$ cat config.mk
export PLATFORM = sky130hd
export DESIGN_NAME = fp_div_flat
export DESIGN_NICKNAME = d
export VERILOG_FILES = /design/src/rtl/fp_div_if.sv /design/src/rtl/fp_div.sv /design/src/flat_wrapper.sv
export SDC_FILE = /design/constraint.sdc
export NUM_CORES = 1
export LEC_CHECK = 0
export CORE_MARGIN = 2
export CORE_UTILIZATION = 55
export DETAILED_ROUTE_END_ITERATION = 16
export GPL_TIMING_DRIVEN = 0
export PLACE_DENSITY = 0.76
export SYNTH_ARGS = -nofsm -noshare
export SYNTH_HDL_FRONTEND = slang
export SYNTH_SLANG_ARGS = --single-unit
export TNS_END_PERCENT = 5
$ cat constraint.sdc
create_clock -name clk -period 5.47 [get_ports clk]
set_input_delay 1.094 -clock clk [delete_from_list [all_inputs] [get_ports clk]]
set_output_delay 1.094 -clock clk [all_outputs]
set_load 0.05 [all_outputs]
$ cat src/rtl/fp_div_if.sv
// rtl/fp_div_if.sv - start/done handshake and operand/result bundle for fp_div
//
// Purpose : groups the request, operand and result signals of the iterative
//           single-precision divider.
// Signals : start  - request, sampled only while the divider is idle
//           A, B   - dividend / divisor, IEEE-754 single
//           Y      - quotient, registered, holds the last result
//           busy   - high while an operation is in flight
//           done   - one-cycle pulse, Y/dbz valid from this cycle
//           dbz    - divide-by-zero flag, updated together with Y
// Modports: master drives start/A/B, slave (the divider) drives the results.
interface fp_div_if;
  logic        start;
  logic [31:0] A;
  logic [31:0] B;
  logic [31:0] Y;
  logic        busy;
  logic        done;
  logic        dbz;

  modport master (
    output start, A, B,
    input  Y, busy, done, dbz
  );

  modport slave (
    input  start, A, B,
    output Y, busy, done, dbz
  );
endinterface

$ cat src/rtl/fp_div.sv
// rtl/fp_div.sv - iterative IEEE-754 single-precision divider, Y = A / B
//
// Purpose : restoring mantissa division, one quotient bit per clock, with a
//           fixed 27-edge start-to-done latency for every operand class.
//           Denormal inputs are flushed to zero; the result is truncated.
// Ports   : clk   - rising-edge clock
//           rst_n - asynchronous active-low reset, aborts any operation
//           bus   - fp_div_if slave modport (start, A, B in; Y, busy, done,
//                   dbz out)
module fp_div (
  input  logic        clk,
  input  logic        rst_n,
  fp_div_if.slave     bus
);

  localparam int QBITS = 25;
  localparam int BIAS  = 127;

  typedef enum logic [2:0] {
    IDLE = 3'd0,
    PREP = 3'd1,
    DIV  = 3'd2,
    NORM = 3'd3,
    DONE = 3'd4
  } state_t;

  state_t              state_q;
  logic [31:0]         a_q;
  logic [31:0]         b_q;
  logic                sign_q;
  logic                a_zero_q;
  logic                b_zero_q;
  logic signed [9:0]   e_q;
  logic [23:0]         mb_q;
  logic [QBITS-1:0]    r_q;
  logic [QBITS-1:0]    q_q;
  logic [4:0]          cnt_q;
  logic [31:0]         y_q;
  logic                busy_q;
  logic                done_q;
  logic                dbz_q;

  // One restoring-division step.
  logic                ge;
  logic [QBITS-1:0]    r_sub;
  logic [QBITS-1:0]    r_d;
  logic [QBITS-1:0]    q_d;

  // Normalisation / packing of the final result.
  logic signed [9:0]   exp_n;
  logic [22:0]         mant_n;
  logic [31:0]         y_d;
  logic                dbz_d;
  logic signed [9:0]   e_d;

  // R stays below 2*mb, so the shift never loses a set bit: after a
  // successful subtract R < mb < 2^24, otherwise R < mb already.
  always_comb begin
    ge    = (r_q >= {1'b0, mb_q});
    r_sub = ge ? (r_q - {1'b0, mb_q}) : r_q;
    r_d   = r_sub << 1;
    q_d   = {q_q[QBITS-2:0], ge};
  end

  always_comb begin
    e_d = $signed({2'b00, a_q[30:23]}) - $signed({2'b00, b_q[30:23]})
          + 10'(BIAS);
  end

  always_comb begin
    y_d   = 32'h0;
    dbz_d = 1'b0;
    // Quotient of two [1,2) mantissas lies in (0.5,2): at most one
    // left shift is needed to normalise.
    if (q_q[QBITS-1]) begin
      mant_n = q_q[23:1];
      exp_n  = e_q;
    end else begin
      mant_n = q_q[22:0];
      exp_n  = e_q - 10'sd1;
    end

    if (a_zero_q && b_zero_q) begin
      y_d   = 32'h7FC0_0000;
      dbz_d = 1'b1;
    end else if (b_zero_q) begin
      y_d   = {sign_q, 8'hFF, 23'h0};
      dbz_d = 1'b1;
    end else if (a_zero_q) begin
      y_d   = {sign_q, 31'h0};
    end else if (exp_n >= 10'sd255) begin
      y_d   = {sign_q, 8'hFF, 23'h0};
    end else if (exp_n <= 10'sd0) begin
      y_d   = {sign_q, 31'h0};
    end else begin
      y_d   = {sign_q, exp_n[7:0], mant_n};
    end
  end

  always_ff @(posedge clk or negedge rst_n) begin
    if (!rst_n) begin
      state_q  <= IDLE;
      a_q      <= 32'h0;
      b_q      <= 32'h0;
      sign_q   <= 1'b0;
      a_zero_q <= 1'b0;
      b_zero_q <= 1'b0;
      e_q      <= 10'sd0;
      mb_q     <= 24'h0;
      r_q      <= '0;
      q_q      <= '0;
      cnt_q    <= 5'd0;
      y_q      <= 32'h0;
      busy_q   <= 1'b0;
      done_q   <= 1'b0;
      dbz_q    <= 1'b0;
    end else begin
      case (state_q)
        IDLE: begin
          done_q <= 1'b0;
          if (bus.start) begin
            a_q     <= bus.A;
            b_q     <= bus.B;
            busy_q  <= 1'b1;
            state_q <= PREP;
          end
        end
        PREP: begin
          sign_q   <= a_q[31] ^ b_q[31];
          a_zero_q <= (a_q[30:23] == 8'h00);
          b_zero_q <= (b_q[30:23] == 8'h00);
          e_q      <= e_d;
          mb_q     <= {1'b1, b_q[22:0]};
          r_q      <= {2'b01, a_q[22:0]};
          q_q      <= '0;
          cnt_q    <= 5'd0;
          state_q  <= DIV;
        end
        DIV: begin
          r_q   <= r_d;
          q_q   <= q_d;
          cnt_q <= cnt_q + 5'd1;
          if (cnt_q == 5'(QBITS - 1)) begin
            state_q <= NORM;
          end
        end
        NORM: begin
          y_q     <= y_d;
          dbz_q   <= dbz_d;
          done_q  <= 1'b1;
          state_q <= DONE;
        end
        DONE: begin
          done_q  <= 1'b0;
          busy_q  <= 1'b0;
          state_q <= IDLE;
        end
        default: begin
          state_q <= IDLE;
          busy_q  <= 1'b0;
          done_q  <= 1'b0;
        end
      endcase
    end
  end

  assign bus.Y    = y_q;
  assign bus.busy = busy_q;
  assign bus.done = done_q;
  assign bus.dbz  = dbz_q;

endmodule

$ cat src/flat_wrapper.sv
// flat-port wrapper written by rule: the top's interface ports become plain ports
module fp_div_flat 
  (clk, rst_n, bus_start, bus_A, bus_B, bus_Y, bus_busy, bus_done, bus_dbz);
  fp_div_if bus_i ();
  input  logic clk;
  input  logic rst_n;
  input wire logic [$bits(bus_i.start)-1:0] bus_start;
  input wire logic [$bits(bus_i.A)-1:0] bus_A;
  input wire logic [$bits(bus_i.B)-1:0] bus_B;
  output wire logic [$bits(bus_i.Y)-1:0] bus_Y;
  output wire logic [$bits(bus_i.busy)-1:0] bus_busy;
  output wire logic [$bits(bus_i.done)-1:0] bus_done;
  output wire logic [$bits(bus_i.dbz)-1:0] bus_dbz;
  assign bus_i.start = bus_start;
  assign bus_i.A = bus_A;
  assign bus_i.B = bus_B;
  assign bus_Y = bus_i.Y;
  assign bus_busy = bus_i.busy;
  assign bus_done = bus_i.done;
  assign bus_dbz = bus_i.dbz;
  fp_div u_core (.clk(clk), .rst_n(rst_n), .bus(bus_i));
endmodule
# == Word level (Yosys, flattened, before mapping) ==
# Cells that the tools add are included.
# Widths: inputs -> output; s select.
# op_classes
eq_ne,6
order_cmp,3
muxes,19
reduce_logical,10
add_sub_neg,5
n_bitwise,2
# op_table
operator,n
$mux 31,4
$pmux 25 s2,2
$mux 32,1
$ge 25x24->1,1
$mux 24,1
$sub 24x24->24,1
$mux 23,1
$logic_not 8->1,2
$pmux 3 s4,1
$add 10x8->10 const B,1
$ge 10x9->1 const B,1
$le 10x1->1 const B,1
$mux 10,1
$pmux 5 s2,1
$sub 10x2->10 const B,1
$sub 8x8->9,1
$eq 3x2->1 const B,2
$mux 3,2
$reduce_and 2->1,3
$add 5x1->5 const B,1
$eq 5x5->1 const B,1
$pmux 1 s2,2
$eq 3x1->1 const B,1
$logic_not 3->1,1
other kinds (9),11
# totals
input_bits,67
word_cells,60
register_bits,194
out_inout_bits,35

# == Longest topological paths before layout ==
# Gate-level depths: netlist of run 1.
# depth
word_depth,8
ltp_mapped,12
ltp_nobuf,12

# == Worst setup path before layout of run 1 ==
# OpenSTA, ideal clock, no wires.
# synth_timing
path_type,register to register
from,register u_core.r_q[6]
to,register u_core.r_q[24]
stages_incl_launch_ff,10
n_path_buf,0
period_less_slack_ns,2.585
setup_slack_ns,2.885
arrival_ns,2.456
setup_time_ns,0.129
required_time_ns,5.341
path_cell_list,dfrtp_1 -> ha_1 -> a21o_1 -> a211o_1 -> and2_1 -> a211oi_1 -> nor4_1 -> or4_1 -> o2111ai_1 -> nand3_1
# synth_between
elab_chain_cells,3
elab_cells_between_ends,4
classes_between,add/sub: 1; order compare: 1; mux: 2
# synth_rtl
element,line,source
"start, declared",fp_div.sv:35,logic [QBITS-1:0] r_q;
"start signal, assigned",fp_div.sv:134,"r_q <= {2'b01, a_q[22:0]};"
"start signal, assigned",fp_div.sv:140,r_q <= r_d;
$sub 24x24->24 / $ge 25x24->1 (equally long branches),"fp_div.sv:60, fp_div.sv:59",
$mux 24 *,fp_div.sv:60,"r_sub = ge ? (r_q - {1'b0, mb_q}) : r_q;"
$pmux 25 s2 *,fp_div.sv:118,case (state_q)
# Mark *: on every way between the ends. The rest lies on a longest branch, timed or not.
# A chain may end at the register's enable or synchronous reset.

# == Worst setup path after layout of run 1 ==
# layout_timing
from,register u_core.mb_q[0]
to,register u_core.r_q[19]
# layout_between
elab_chain_cells,3
elab_cells_between_ends,4
classes_between,add/sub: 1; order compare: 1; mux: 2
# layout_rtl
element,line,source
"start, declared",fp_div.sv:34,logic [23:0] mb_q;
"start signal, assigned",fp_div.sv:133,"mb_q <= {1'b1, b_q[22:0]};"
$sub 24x24->24 / $ge 25x24->1 (equally long branches),"fp_div.sv:60, fp_div.sv:59",
$mux 24 *,fp_div.sv:60,
$pmux 25 s2 *,fp_div.sv:118,
# Marks and branches as above.

==> metrics.md, run 1 <==
| Metric | Value |
|---|---|
| Mapped Nets | between 1000 and 1500 |
| Grt total ovfl | 0 |
| Worst Hold Class | flop to flop |
| Clk root buf | clkbuf_16 |
| Final wirelength | ~24000 um |
| DIE AREA | 19600 um^2 |
| Hold-fix buffers, CTS | 0 |
| Synth area leader | dfrtp_1 |
| Die Width | approximately 140 um |
| Max FO, Critical Path | 4 |
| Row count | 49 |
| First drt pass iteration count | 5 |
| Reg2Reg Setup Slack | 2220 ps |
| CTS tree | yes |
| Final setup fails | 0 |
| Reg2Reg Depth | 10 |
| WHS Endpoint | u_core.mb_q[23] |
| Synth Flop Type | dfrtp_1 |
| GRT Total Usage | about a quarter |
| Crit path time final | ~3300 ps |
| Mapped cell area | 10200 um^2 |
| Highest Clock Rate | around 310 MHz |
| Initial antenna violation count | 0 |
| # IOs | 102 |
| Final hold vios | 0 |
| Max cap viols | 0 |
| Final hold slack | 466 ps |
| Ant diodes | 0 |
| Mean Syn Cell Area | 9.87 um^2 |
| First-pass GRT wire length | 40200 um |
| Register area share after synthesis | 47.8% |
| Crit Path Class | flop to flop |
| Pins over their slew limit | 0 |
| Routability Congestion | 0.942 |
| Status | complete, no violations |
| Drc violations | 0 |
| Maximum VDD drop | between 0.3 and 0.4 mV |
| Via/cell ratio | 5.82 |
| TritonCTS Sinks | approximately 190 |
| Layout cell share with drive strength beyond 1 | 11.3% |
| Clock buffer count from CTS | 17 |
| RSZ-0062 raised after global routing | no |
| GR Util met2 | 42.8% |
| Total power | 0.00832 W |
| Skew-Pair Late Insertion Delay | 450 ps |
| Synthesis Warnings | 0 |
| Final HPWL DP | between 15000 and 20000 um |
| Clock Pin Slew Worst Setup and Hold Paths | 80 ps |
| Reg-to-reg startpoint | u_core.mb_q[0] |
| Die Ht | 140 um |
| I/O Buffers | 101 |
| Critical Path Source Type | flop |
| Post-route worst setup slack | 2220 ps |
| Pre-CTS WS | 1540 ps |
| Number of cells on the worst hold path | 2 |
| Busiest grt layer | met2 |
| Ranking of synthesized cells by area | dfrtp_1 48%, mux2_2 6.2%, nand2_1 6.2% |
| Total negative slack | 0 ps |
| Synthesized flop and latch total | 194 |
| Worst min-delay path startpoint | u_core.mb_q[23] |
| Post-CTS Resized | 0 |
| Core Area | approximately 18000 um^2 |
| Worst-margin pin slew | about 840 ps |
| GR Layer Usage met3 | under 10% |
| Post-synth top area share | around 48% |
| Leak | roughly 5.2 nW |
| Largest net degree at the start of global routing | 106 |
| Vias in the first global route | 8274 |
| EDFF count, synth | 0 |
| Power Density | 687 nW/um^2 |
| Final Skew | 17.1 ps |
| DR WL/cell | 17.1 um |
| Met1 Usage GRT | 32.8% |
| Final Cycle Share | 59.5% |
| Post-CTS setup buffer count | 0 |
| Required @ worst endpoint | 5750 ps |
| Crit path arrival time | around 3500 ps |
| Dpl cells | 1360 |
| # H-tree levels | 4 |
| Normalized max-slew margin | 44.0% |
| Yosys cell types | 62 |
| Area delta synth->final | 19.2% |
| Final ANT Viol Nets | 0 |
| Synth Instances | 1029 |
| Nets | 1255 |
| Final Non-Filler Cells | between 1000 and 1500 |
| Iteration-0 DRC Markers | about 420 |
| Clk buf depth | 2 |
| Vias | 8102 |
| Initial core utilization | 56.4% |
| RR Endpoint | u_core.r_q[19] |
| Async SR Flop Fraction | 100% |
| Nature of the critical path endpoint | flop |
-- worst max-delay path: stages (launching register included) --
cell and delay, ps:
dfrtp_1 410, ha_1 230, fa_1 410, nor2b_1 170
o21bai_1 110, a311oi_1 660, o21ai_0 320, o21ai_0 340
a41oi_1 160, o21ai_0 130, o311ai_0 160
-- kinds of logic after synthesis --
| group | after synthesis | synth area share, % |
|---|---|---|
| and+or+nand+nor | 315 | 14.4 |
| AOI/OAI and AO/OA | 260 | 16.8 |
| DFF | 194 | 47.8 |
| buffers and inverters | 103 | 4.24 |
| muxes | 81 | 8.67 |
| xor gates and xnor gates | 38 | 3.28 |
| adders and majority gates | 38 | 4.83 |
-- cells in the final DEF (no fill, tap or decap), types with 4 or more instances in the layout --
cell             netlist  final
or3_1                  6      6
nor4_1                10     10
and2_1                 6      6
nand4_1                9      9
ha_1                  36     36
nor3_1                 7      6
nand2b_1               4      4
a221o_1                4      4
buf_1                  6      6
clkbuf_1              43     43
inv_6                  0      4
clkbuf_16              0     17
o21ai_0               92     92
nand2_1              168    168
inv_8                  0      4
a22o_1                25     25
nor2b_1                8      8
inv_1                 48     48
o21ai_2               20     20
clkinv_8               0      6
clkdlybuf4s50_1        0    100
xor2_1                13     13
nor2_1                30     30
a21o_1                16     16
xnor2_1               25     25
mux2_2                56     56
mux2i_1               25     25
o21a_1                 8      8
and3_1                17     17
a21oi_1               36     36
nand3_1               35     35
o41ai_1                5      5
a31oi_1               18     18
dfrtp_1              194    194
-- area by class of cell --
cell class	count	area [um^2]
Clock inverter	15	186
Fill cell	1468	5920
Clock buffer	17	425
Multi-Input combinational cell	732	4880
Buffer	55	250
Timing Repair Buffer	102	1040
Tap cell	229	287
Sequential cell	194	4850
Inverter	48	180
-- registers in the layout (all words and copies together), names as in the netlist --
signal	flops
u_core.q_q	25
u_core.b_zero_q	1
u_core.bus.done	1
u_core.r_q	25
u_core.a_zero_q	1
u_core.bus.Y	32
u_core.a_q	32
u_core.bus.busy	1
u_core.b_q	32
u_core.mb_q	24
u_core.e_q	10
u_core.bus.dbz	1
u_core.cnt_q	5
u_core.sign_q	1
u_core.state_q	3
-- worst max path at each step --
stage / from / end / cells after the start
after floorplan: u_core.r_q[6] / u_core.r_q[24] / 9
after global placement: rst_n / u_core.r_q[10] / 1
after detailed placement: bus_start / u_core.a_q[3] / 5
after CTS: bus_start / u_core.a_q[0] / 5
after global routing: u_core.r_q[18] / u_core.r_q[16] / 9
final: u_core.mb_q[0] / u_core.r_q[19] / 10
-- through the flow --
step                      util (%)  cell area [um^2]
after floorplan                  -             10200
after global placement        63.6             11500
after detailed placement      63.8             11500
after CTS                     67.1             12100
after global routing          67.2             12100
final                         67.2             12100
-- where the power goes --
group / switching [W] / internal [W] / leakage, nW
sequential: 0.000397 / 0.00202 / 2.43
combinational: 0.00275 / 0.00188 / 2.50
clock: 0.000646 / 0.000624 / 0.297
-- metal layers --
layer / part of all wire [%] / vias up
li1: - / 3894
met1: 43 / 3906
met2: 49 / 240
met4: 2.9 / 0
met3: 4.8 / 62
met5: 0 / -
-- cells in the mapped netlist (4+ instances only) --
cell type	number
nand4_1	9
ha_1	36
clkbuf_1	43
a31oi_1	18
or3_1	6
buf_1	6
nand2_1	168
o41ai_1	5
mux2i_1	25
mux2_2	56
dfrtp_1	194
nor4_1	10
and3_1	17
xor2_1	13
nand2b_1	4
o21ai_2	20
nand3_1	35
a22o_1	25
a21oi_1	36
xnor2_1	25
a221o_1	4
o21ai_0	92
nor2b_1	8
nor2_1	30
a21o_1	16
and2_1	6
o21a_1	8
inv_1	48
nor3_1	7
No activity file was read; power rests on OpenSTA's default activity.
==> run 2, diff against run 1 <==
==> constraint.sdc (replaced) <==
create_clock -name clk -period 3.32 [get_ports clk]
set_input_delay 0.664 -clock clk [delete_from_list [all_inputs] [get_ports clk]]
set_output_delay 0.664 -clock clk [all_outputs]
set_load 0.05 [all_outputs]
==> run 2 against run 1 <==
Worst setup slack worse by 2100 ps. Cell count stayed put. First-iteration DRC count is 7.9% higher. Hold slack worse by 270 ps. Sequential share of layout area hardly changed. Count of clock-buffer cells in the layout stayed put. Sequential power is 65% higher. Fmax hardly changed. Global-route usage stayed put. Register-to-register slack worse by 2100 ps. Wire length is 0.21% higher. Via count is 0.30% higher. Critical path type unchanged. Critical endpoint unchanged.
==> metrics.md, run 2 (same netlist as run 1, synthesis figures left out) <==
| Metric | Value |
|---|---|
| Die Width | 140 um (unchanged) |
| I/O Buffers | 101 (unchanged) |
| Core Area | 18000 um^2 (unchanged) |
| Iteration-0 DRC Markers | 452 (was 419) |
| Ant diodes | 0 (unchanged) |
| RSZ-0062 raised after global routing | yes (was no) |
| Largest net degree at the start of global routing | 106 (unchanged) |
| DR WL/cell | 17.1 um (about the same) |
| Clock Pin Slew Worst Setup and Hold Paths | 80 ps (about the same) |
| Final hold slack | 199 ps (was 466 ps) |
| Required @ worst endpoint | 3600 ps (was 5750 ps) |
| Leak | 5.24 nW (was 5.23 nW) |
| First-pass GRT wire length | 40200 um (unchanged) |
| Worst-margin pin slew | 833 ps (was 840 ps) |
| WL met2 | 11600 um (about the same) |
| Worst Hold Class | primary input to asynchronous set/reset pin (was flop to flop) |
| Final wirelength | 23800 um (about the same) |
| Via/cell ratio | 5.84 (was 5.82) |
| Crit Path Class | flop to flop (unchanged) |
| Routability Congestion | 0.942 (unchanged) |
| Row count | 49 (unchanged) |
| Vias in the first global route | 8274 (unchanged) |
| M1 WL | 10400 um (was 10300 um) |
| Initial antenna violation count | 0 (unchanged) |
| Power Density | 1130 nW/um^2 (was 687 nW/um^2) |
| Drc violations | 0 (unchanged) |
| Crit path time final | 3250 ps (about the same) |
| Critical Path Source Type | flop (unchanged) |
| Post-CTS setup buffer count | 0 (unchanged) |
| Final setup fails | 0 (unchanged) |
| Commonest non-fill, non-tap cells in the layout | 194 x dfrtp_1, 168 x nand2_1, 100 x clkdlybuf4s50_1, 92 x o21ai_0, 56 x mux2_2 (unchanged) |
| Skew-Pair Late Insertion Delay | 440 ps (was 450 ps) |
| Layout cell share with drive strength beyond 1 | 11.6% (was 11.3%) |
| Final Skew | 13.7 ps (was 17.1 ps) |
| Status | complete, no violations (unchanged) |
| Area delta synth->final | 19.3% (was 19.2%) |
| Crit path arrival time | 3530 ps (about the same) |
| Pins over their slew limit | 0 (unchanged) |
| Maximum VDD drop | 0.585 mV (was 0.355 mV) |
| Nature of the critical path endpoint | flop (unchanged) |
| Initial core utilization | 56.4% (unchanged) |
| Final ANT Viol Nets | 0 (unchanged) |
| Normalized max-slew margin | 44.5% (was 44.0%) |
| Met3 WL | 1120 um (was 1150 um) |
| # IOs | 102 (unchanged) |
| CTS tree | yes (unchanged) |
| Final HPWL DP | 17300 um (unchanged) |
| Grt total ovfl | 0 (unchanged) |
| Highest Clock Rate | 308 MHz (was 307 MHz) |
| Clk root buf | clkbuf_16 (unchanged) |
| Nets | 1255 (unchanged) |
| Final Cycle Share | 97.9% (was 59.5%) |
| Top sig layer | met4 (unchanged) |
| Clock buffer count from CTS | 17 (unchanged) |
| First drt pass iteration count | 5 (unchanged) |
| Final hold vios | 0 (unchanged) |
| GRT Total Usage | 25.4% (unchanged) |
| TritonCTS Sinks | 194 (unchanged) |
| Die Ht | 140 um (unchanged) |
| Clk buf depth | 2 (unchanged) |
| Max FO, Critical Path | 4 (unchanged) |
| Vias | 8126 (was 8102) |
| Most common cell after layout, fill and taps aside | dfrtp_1 (unchanged) |
| Total negative slack | 0 ps (unchanged) |
| Max cap viols | 0 (unchanged) |
| # H-tree levels | 4 (unchanged) |
| DIE AREA | 19600 um^2 (unchanged) |
## run 2: cell counts in the layout (fill, tap and decap cells not counted)
No cell type changed its count.
## run 2: where the power goes
part / internal [W] / total, W / switching, W
logic: 0.00311 / 0.00765 / 0.00454
clock network: 0.00103 / 0.00209 / 0.00106
registers: 0.00333 / 0.00399 / 0.000657
## run 2: stage by stage
step	instances	setup WS (ps)	instance area [um^2]	power [W]	utilization, %
after global placement	1359	-6420	11500	0.0114	63.6
after CTS	1392	172	12100	0.0137	67.1
after floorplan	1029	735	10200	0.00962	-
after global routing	1392	-97.8	12100	0.0149	67.2
after detailed placement	1360	-178	11500	0.0115	63.8
final	1392	68.1	12100	0.0137	67.2
## run 2: final timing paths
| kind | start | end | slack [ps] | cells after the start |
|---|---|---|---|---|
| setup / recovery | u_core.mb_q[0] | u_core.r_q[19] | 70 | 10 |
| hold / removal | rst_n | u_core.e_q[4] | 200 | 1 |
| setup reg to reg | u_core.mb_q[0] | u_core.r_q[19] | 70 | 10 |
| hold reg to reg | u_core.mb_q[23] | u_core.mb_q[23] | 460 | 2 |
| max in group asynchronous | rst_n | u_core.b_q[1] | 2190 | 2 |
| min in group clk | u_core.mb_q[23] | u_core.mb_q[23] | 460 | 2 |
## run 2: worst max-delay path, stage by stage (launching register included)
cell      delay, ps
dfrtp_1         410
ha_1            230
fa_1            410
nor2b_1         180
o21bai_1        110
a311oi_1        670
o21ai_0         320
o21ai_0         340
a41oi_1         160
o21ai_0         130
o311ai_0        150
## run 2: layout make-up
type                       count  area [um^2]
clock inverter                15          186
buffer                        55          254
tap                          229          287
inverter                      48          180
sequential                   194         4850
timing repair buffer         102         1040
fill                        1467         5910
multi-input combinational    732         4890
clock buffer                  17          425
## run 2: what timing repair did
action / in CTS / in global routing
resized for setup: 0 / 7
setup endpoints to repair: 0 / 22
hold buffers: 0 / 0
## run 2: metal layers
metal | vias to the layer above | global-route usage [%]
met3 | 63 | 4.31
met1 | 3944 | 32.8
met2 | 226 | 42.8
li1 | 3893 | -
met5 | - | 0
met4 | 0 | 10.6
